**src/rtl/prog_loader.sv**
```systemverilog
// prog_loader: streams a text then data segment into CPU memory, then runs the CPU for a fixed window
// Ports: clk/reset (sync, active-high); start pulse; s_valid/s_ready/s_data/s_last word stream;
//   mem_we/mem_addr/mem_wdata write port; cpu_reset, run_done, overflow_err status;
//   text_count/data_count accepted-word counts. Defining PROG_LOADER_CHECKSUM_EN adds chk_sum.
module prog_loader #(
  parameter int ADDR_W = 16,
  parameter logic [ADDR_W-1:0] TEXT_BASE = 16'h0000,
  parameter logic [ADDR_W-1:0] DATA_BASE = 16'h0800,
  parameter int DATA_WORDS = 1024,
  parameter int RUN_CYCLES = 5000
) (
  input  logic              clk,
  input  logic              reset,
  input  logic              start,
  input  logic              s_valid,
  output logic              s_ready,
  input  logic [31:0]       s_data,
  input  logic              s_last,
  output logic              mem_we,
  output logic [ADDR_W-1:0] mem_addr,
  output logic [31:0]       mem_wdata,
  output logic              cpu_reset,
  output logic              run_done,
  output logic              overflow_err,
  output logic [ADDR_W-1:0] text_count,
  output logic [ADDR_W-1:0] data_count
`ifdef PROG_LOADER_CHECKSUM_EN
  ,
  output logic [31:0]       chk_sum
`endif
);
  typedef enum logic [2:0] {IDLE, LOAD_TEXT, LOAD_DATA, RUN, DONE} state_t;
  localparam logic [ADDR_W:0] TEXT_LIM = {1'b0, DATA_BASE - TEXT_BASE};
  localparam logic [ADDR_W:0] DATA_LIM = (ADDR_W+1)'(DATA_WORDS);
  state_t state;
  logic [31:0] run_cnt;
  logic in_text, room, wr, restart;
  logic [ADDR_W-1:0] cnt, base;
  always_comb begin
    in_text = state == LOAD_TEXT;
    cnt = in_text ? text_count : data_count;
    base = in_text ? TEXT_BASE : DATA_BASE;
    room = {1'b0, cnt} < (in_text ? TEXT_LIM : DATA_LIM);
    wr = s_valid && s_ready && room;
    restart = start && (state == IDLE || state == DONE);
  end
  always_ff @(posedge clk) begin
    if (reset) begin
      state <= IDLE;
      s_ready <= 1'b0;
      mem_we <= 1'b0;
      mem_addr <= '0;
      mem_wdata <= '0;
      cpu_reset <= 1'b1;
      run_done <= 1'b0;
      overflow_err <= 1'b0;
      text_count <= '0;
      data_count <= '0;
      run_cnt <= '0;
    end else begin
      mem_we <= 1'b0;
      case (state)
        IDLE, DONE: if (restart) begin
          state <= LOAD_TEXT;
          s_ready <= 1'b1;
          cpu_reset <= 1'b1;
          run_done <= 1'b0;
          overflow_err <= 1'b0;
          text_count <= '0;
          data_count <= '0;
        end
        LOAD_TEXT, LOAD_DATA: if (s_valid && s_ready) begin
          if (room) begin
            mem_we <= 1'b1;
            mem_addr <= base + cnt;
            mem_wdata <= s_data;
            if (in_text) text_count <= text_count + ADDR_W'(1);
            else data_count <= data_count + ADDR_W'(1);
          end else overflow_err <= 1'b1;
          if (s_last) begin
            state <= in_text ? LOAD_DATA : RUN;
            s_ready <= in_text;
          end
        end
        // First RUN cycle only releases cpu_reset, so the final write lands before the CPU starts
        RUN: if (cpu_reset) begin
          cpu_reset <= 1'b0;
          run_cnt <= '0;
        end else if (run_cnt == 32'(RUN_CYCLES - 1)) begin
          run_done <= 1'b1;
          state <= DONE;
        end else run_cnt <= run_cnt + 32'd1;
        default: state <= IDLE;
      endcase
    end
  end
`ifdef PROG_LOADER_CHECKSUM_EN
  always_ff @(posedge clk)
    chk_sum <= (reset || restart) ? '0 : wr ? chk_sum + s_data : chk_sum;
`endif
endmodule
```
**config.mk**
```make
export PLATFORM = sky130hd
export DESIGN_NAME = prog_loader
export DESIGN_NICKNAME = d
export VERILOG_FILES = /design/src/rtl/prog_loader.sv
export SDC_FILE = /design/constraint.sdc
export NUM_CORES = 1
export LEC_CHECK = 0
export ABC_AREA = 1
export CORE_UTILIZATION = 50
export DETAILED_ROUTE_END_ITERATION = 10
export PLACE_DENSITY = 0.77
export SETUP_SLACK_MARGIN = 0.5
export SYNTH_ARGS = -nofsm -noshare
export SYNTH_HDL_FRONTEND = slang
export SYNTH_SLANG_ARGS = --single-unit
```
**constraint.sdc**
```tcl
create_clock -name clk -period 3.85 [get_ports clk]
set_clock_uncertainty 0.2 [all_clocks]
set_input_delay 0.77 -clock clk [delete_from_list [all_inputs] [get_ports clk]]
set_output_delay 0.77 -clock clk [all_outputs]
set_load 0.01 [all_outputs]
```
### Yosys cells after proc, flatten, opt, wreduce, memory -nomap -nowiden

Index checks and enable logic that the tools add are counted.
Widths: inputs -> output; s select.

| word-level totals | value |
|---|---|
| bits in registers | 120 |
| input bits | 37 |
| output and inout port bits | 85 |

| operators by class | value |
|---|---|
| mux-type cells | 34 |
| reductions and logical operators | 18 |
| bitwise logic cells | 2 |
| add/sub/neg operators | 4 |
| equal/unequal tests | 15 |
| magnitude comparators | 1 |

Operators with widths:

| kind | count |
|---|---|
| $mux 16 | 8 |
| $mux 32 | 2 |
| $pmux 16 s2 | 2 |
| $add 16x1->16 const B | 2 |
| $add 32x1->32 const B | 1 |
| $eq 32x13->1 const B | 1 |
| $mux 12 | 2 |
| $ne 2x2->1 const B | 10 |
| $add 12x16->16 | 1 |
| $lt 16x12->1 | 1 |
| $mux 3 | 5 |
| $reduce_and 5->1 | 3 |
| $reduce_and 4->1 | 3 |
| $mux 1 | 10 |
| $pmux 3 s3 | 1 |
| $pmux 1 s2 | 4 |
| $eq 3x2->1 const B | 2 |
| $reduce_and 2->1 | 2 |
| $reduce_bool 2->1 | 2 |
| $reduce_or 2->1 | 2 |
| $eq 3x1->1 const B | 1 |
| $eq 3x3->1 const B | 1 |
| $logic_not 3->1 | 1 |
| $reduce_and 3->1 | 1 |
| 4 further kinds | 6 |

### Longest topological paths before layout

| logic depth | value |
|---|---|
| depth in word-level cells | 6 |
| mapped depth | 12 |
| gate-level depth less buffers | 11 |

### Worst setup path before layout

OpenSTA, ideal clock, no wires.

| path | value |
|---|---|
| path kind | input to register |
| from | input s_valid |
| to | register data_count[7] |
| required time | 3.518 ns |
| slack | 1.916 ns |
| setup time | 0.132 ns |
| path buffers | 1 |
| cell stages on the path | 10 |
| data arrival time | 1.602 ns |
| cells stage by stage | nand2_1 > inv_1 > nand2_1 > nand2_1 > o21ai_2 > nor2_2 > nand2_2 > buf_2 > nand2_1 > a21oi_1 |

| between the ends | value |
|---|---|
| cells in the longest elaborated chain, start to end | 3 |

RTL lines:

| item | line | RTL |
|---|---|---|
| from (decl) | 15 | `input logic s_valid,` |
| $logic_and 1x1->1 | 72 | `LOAD_TEXT, LOAD_DATA: if (s_valid && s_ready) begin` |
| $ne 2x2->1 (no line) | - |  |
| $reduce_and 5->1 (no line) | - |  |
| to (signal assigned) | 78 | `else data_count <= data_count + ADDR_W'(1);` |
| to (decl) | 26 | `output logic [ADDR_W-1:0] data_count` |

Every way passes these cells.
A chain may end at the register's enable or synchronous reset.

### Worst setup path in the final report

| path | value |
|---|---|
| from | register state[0] |
| to | register data_count[7] |

| between the ends | value |
|---|---|
| cells in the longest elaborated chain, start to end | 5 |
| elaborated cells between the ends (all ways) | 18 |

RTL lines:

| item | line | RTL |
|---|---|---|
| from (decl) | 35 | `state_t state;` |
| from (signal assigned) | 81 | `state <= in_text ? LOAD_DATA : RUN;` |
| $eq 3x1->1 (tied with other cells) | 40, 62 |  |
| $mux 16 (tied with other cells) | 41 | `cnt = in_text ? text_count : data_count;` |
| $lt 16x12->1 / $logic_and 1x1->1 (equally long branches) | 43, 45 |  |
| $ne 2x2->1 (no line) | - |  |
| $reduce_and 5->1 (no line) | - |  |

Several ways; a longest one is shown, not always the timed one.

==> metrics <==
core area=11600 µm²; crit-path most repeated cell=nand2_1; critical path's largest stage delay=0.52 ns; switch share=33.8%; GP Congestion=0.935; hold_ws=0.259 ns; WP buf/inv=0; Final Max Slew Viols=0; Vias=6352; crit path max-delay cell type=dfxtp_1; sequential share of the synthesized area=39.5%; worst-margin pin slew=0.746 ns; CTS Root Cell=clkbuf_16; Post-synth EDFFs=0; Initial Util=52.4%; drc violations=7; cell area after synthesis=6080 µm²; hold-fix buffers at CTS=0; CTS Buffer Depth=2; Final period util=74.3%; run status=finished with violations; Worst Hold Class=register to register; cts repair resizes=0; Leak Pwr=3.11 nW; crit path DAT=2.95 ns; initial drt markers=524; synthesized flop and latch total=120; clk_lat worst skew=0.42 ns; Clock Power Share=39.3%; CTS H-tree depth=4; post-DR vias/cell=5.23; combinational power share=27.1%; CP delay by family, top=simple AND/OR/NAND/NOR gates; die area=12600 µm²; Synth async-reset ratio=0%; first-pass GRT wire length=28.4 mm; vias in the first global route=5873; DRT Pass-1 Iters=8; Cell Area, Placed=7320 µm²; antenna cells=0; final instance area=7960 µm²; failing checks=design-rule violations; net count after synthesis=994; final setup vio count=0; Worst Path Max Fanout=28; gr usage total=28.5%; Final Hold Fails=0; NetSw=1.47 mW; commonest cells in the netlist=nor2_1 (232), nand2_1 (221), dfxtp_1 (120); Core Util, Final=68.5%; largest net degree at the start of global routing=51; critical path class=register to register; cell-internal power=2.89 mW; Synth area leaders=dfxtp_1 (39%), nor2_1 (14%), nand2_1 (14%); part of the power in registers=33.7%; share of cells above drive strength 1=5.13%; clock net sink count=120; Power Dens Cells=548 nW/µm²; io pins=122; Setup crit end kind=register; critical path required time=3.94 ns; CP Cell Sequence=nand3_4 -> nand2_1 -> nand2_1 -> nand2_1 -> o21ai_2 -> nor2_2 -> nand2_2 -> nand2_1 -> a21oi_1; initial antenna violation count=0; Period minus WS final=2.86 ns; Buffers on Ports=121; setup TNS=0 ns; GRT overflow=0; startpoint types=register; worst rel slew slack=50.2%; Synth cell types=29; synthesized instance count=953; clk slew on worst S/H paths=0.06 ns; most common cell in the netlist=nor2_1; final net count=1100; cell taking the most area after synthesis=dfxtp_1; FILL cells=998; die span in x=112 µm; CTS buffer count=17; CTS tree=done; die height=112 µm; Setup Buffers After CTS=0; unrepaired setup endpoints after global routing=no; Max VDD drop=0.454 mV; syn avg cell area=6.38 µm²; Routed Antenna Nets=0; Routed WL=17.2 mm; top_reg_cell synth=dfxtp_1; post-DR wirelength/cell=14.2 µm; area grow syn2layout=30.8%; Final HPWL DP=12.1 mm; f_max=350 MHz; max cap viols=0; Syn. warnings=0; Yosys top cell area share=39.5%; Cell Rows=39
[worst reg2reg max path, delay by kind of cell, from the launching register on]
kind | cells | cell delay [ns]
flip-flops | 1 | 0.52
AND/OR/NAND/NOR | 7 | 1.85
AO/OA/AOI/OAI | 2 | 0.16
[area by class of cell]
type | count | area, µm² | area share, %
multi-input combinational | 714 | 3190 | 40.0
sequential | 120 | 2400 | 30.2
timing repair buffer | 128 | 1260 | 15.8
clock buffer | 20 | 467 | 5.87
inverter | 78 | 293 | 3.68
tap | 143 | 179 | 2.25
clock inverter | 12 | 171 | 2.15
[routing by layer]
layer	routed length, µm	global-route usage [%]
met3	1020	5.78
met2	8180	48.2
met1	7500	35.2
met4	510	12.4
met5	0	0
[metrics by stage]
stage | setup slack, ns | total power [mW] | cells
2_1_floorplan | 1.92 | 2.28 | 953
3_3_place_gp | 1.06 | 2.63 | 1183
3_5_place_dp | 1.03 | 2.65 | 1183
4_1_cts | 1.04 | 4.37 | 1215
5_1_grt | 0.770 | 4.57 | 1215
6_report | 0.991 | 4.36 | 1215
[path summary, 6_finish.rpt]
kind                     start             to  slack [ns]  depth (start not counted)
setup / recovery      state[0]  data_count[7]        0.99                          9
hold / removal    mem_addr[15]   mem_addr[15]        0.26                          2
setup reg to reg      state[0]  data_count[7]        0.99                          9
hold reg to reg   mem_addr[15]   mem_addr[15]        0.26                          2
[layout by cell type, fill, tap and decap left out, types with 5 or more instances in the layout]
cell,instances
buf_4,7
o21ai_1,40
o21ai_0,24
xnor2_1,7
nand3_1,73
dfxtp_1,120
clkbuf_16,17
nand2_1,221
nor3_1,18
inv_1,72
a21oi_1,54
clkdlybuf4s50_1,120
nand4_1,12
xor2_1,14
nor2_1,232
inv_2,5
[state kept, by name, indices dropped and copies added (netlist names)]
signal        cells
text_count       16
mem_we            1
data_count       16
s_ready           1
run_cnt          32
mem_wdata        32
mem_addr         16
cpu_reset         1
state             3
run_done          1
overflow_err      1
[cells by family (layout without fill, tap and decap cells)]
kind of cell,count (synthesis),after routing,share of synthesized area (%)
flip-flops,120,120,39.5
XOR/XNOR,21,21,3.02
buffers and inverters,119,238,8.13
AND/OR/NAND/NOR,566,566,38.1
AO/OA/AOI/OAI,123,123,10.4
adder cells (fa/ha/maj),4,4,0.823
[power by group through the flow]
| stage | registers, mW | logic (mW) | clock network [mW] |
|---|---|---|---|
| 2_1_floorplan | 1.50 | 0.787 | 0 |
| 3_3_place_gp | 1.49 | 1.14 | 0 |
| 3_5_place_dp | 1.49 | 1.16 | 0 |
| 4_1_cts | 1.46 | 1.18 | 1.73 |
| 5_1_grt | 1.48 | 1.30 | 1.79 |
| 6_report | 1.47 | 1.18 | 1.71 |
(Power assumes the default switching activity.)
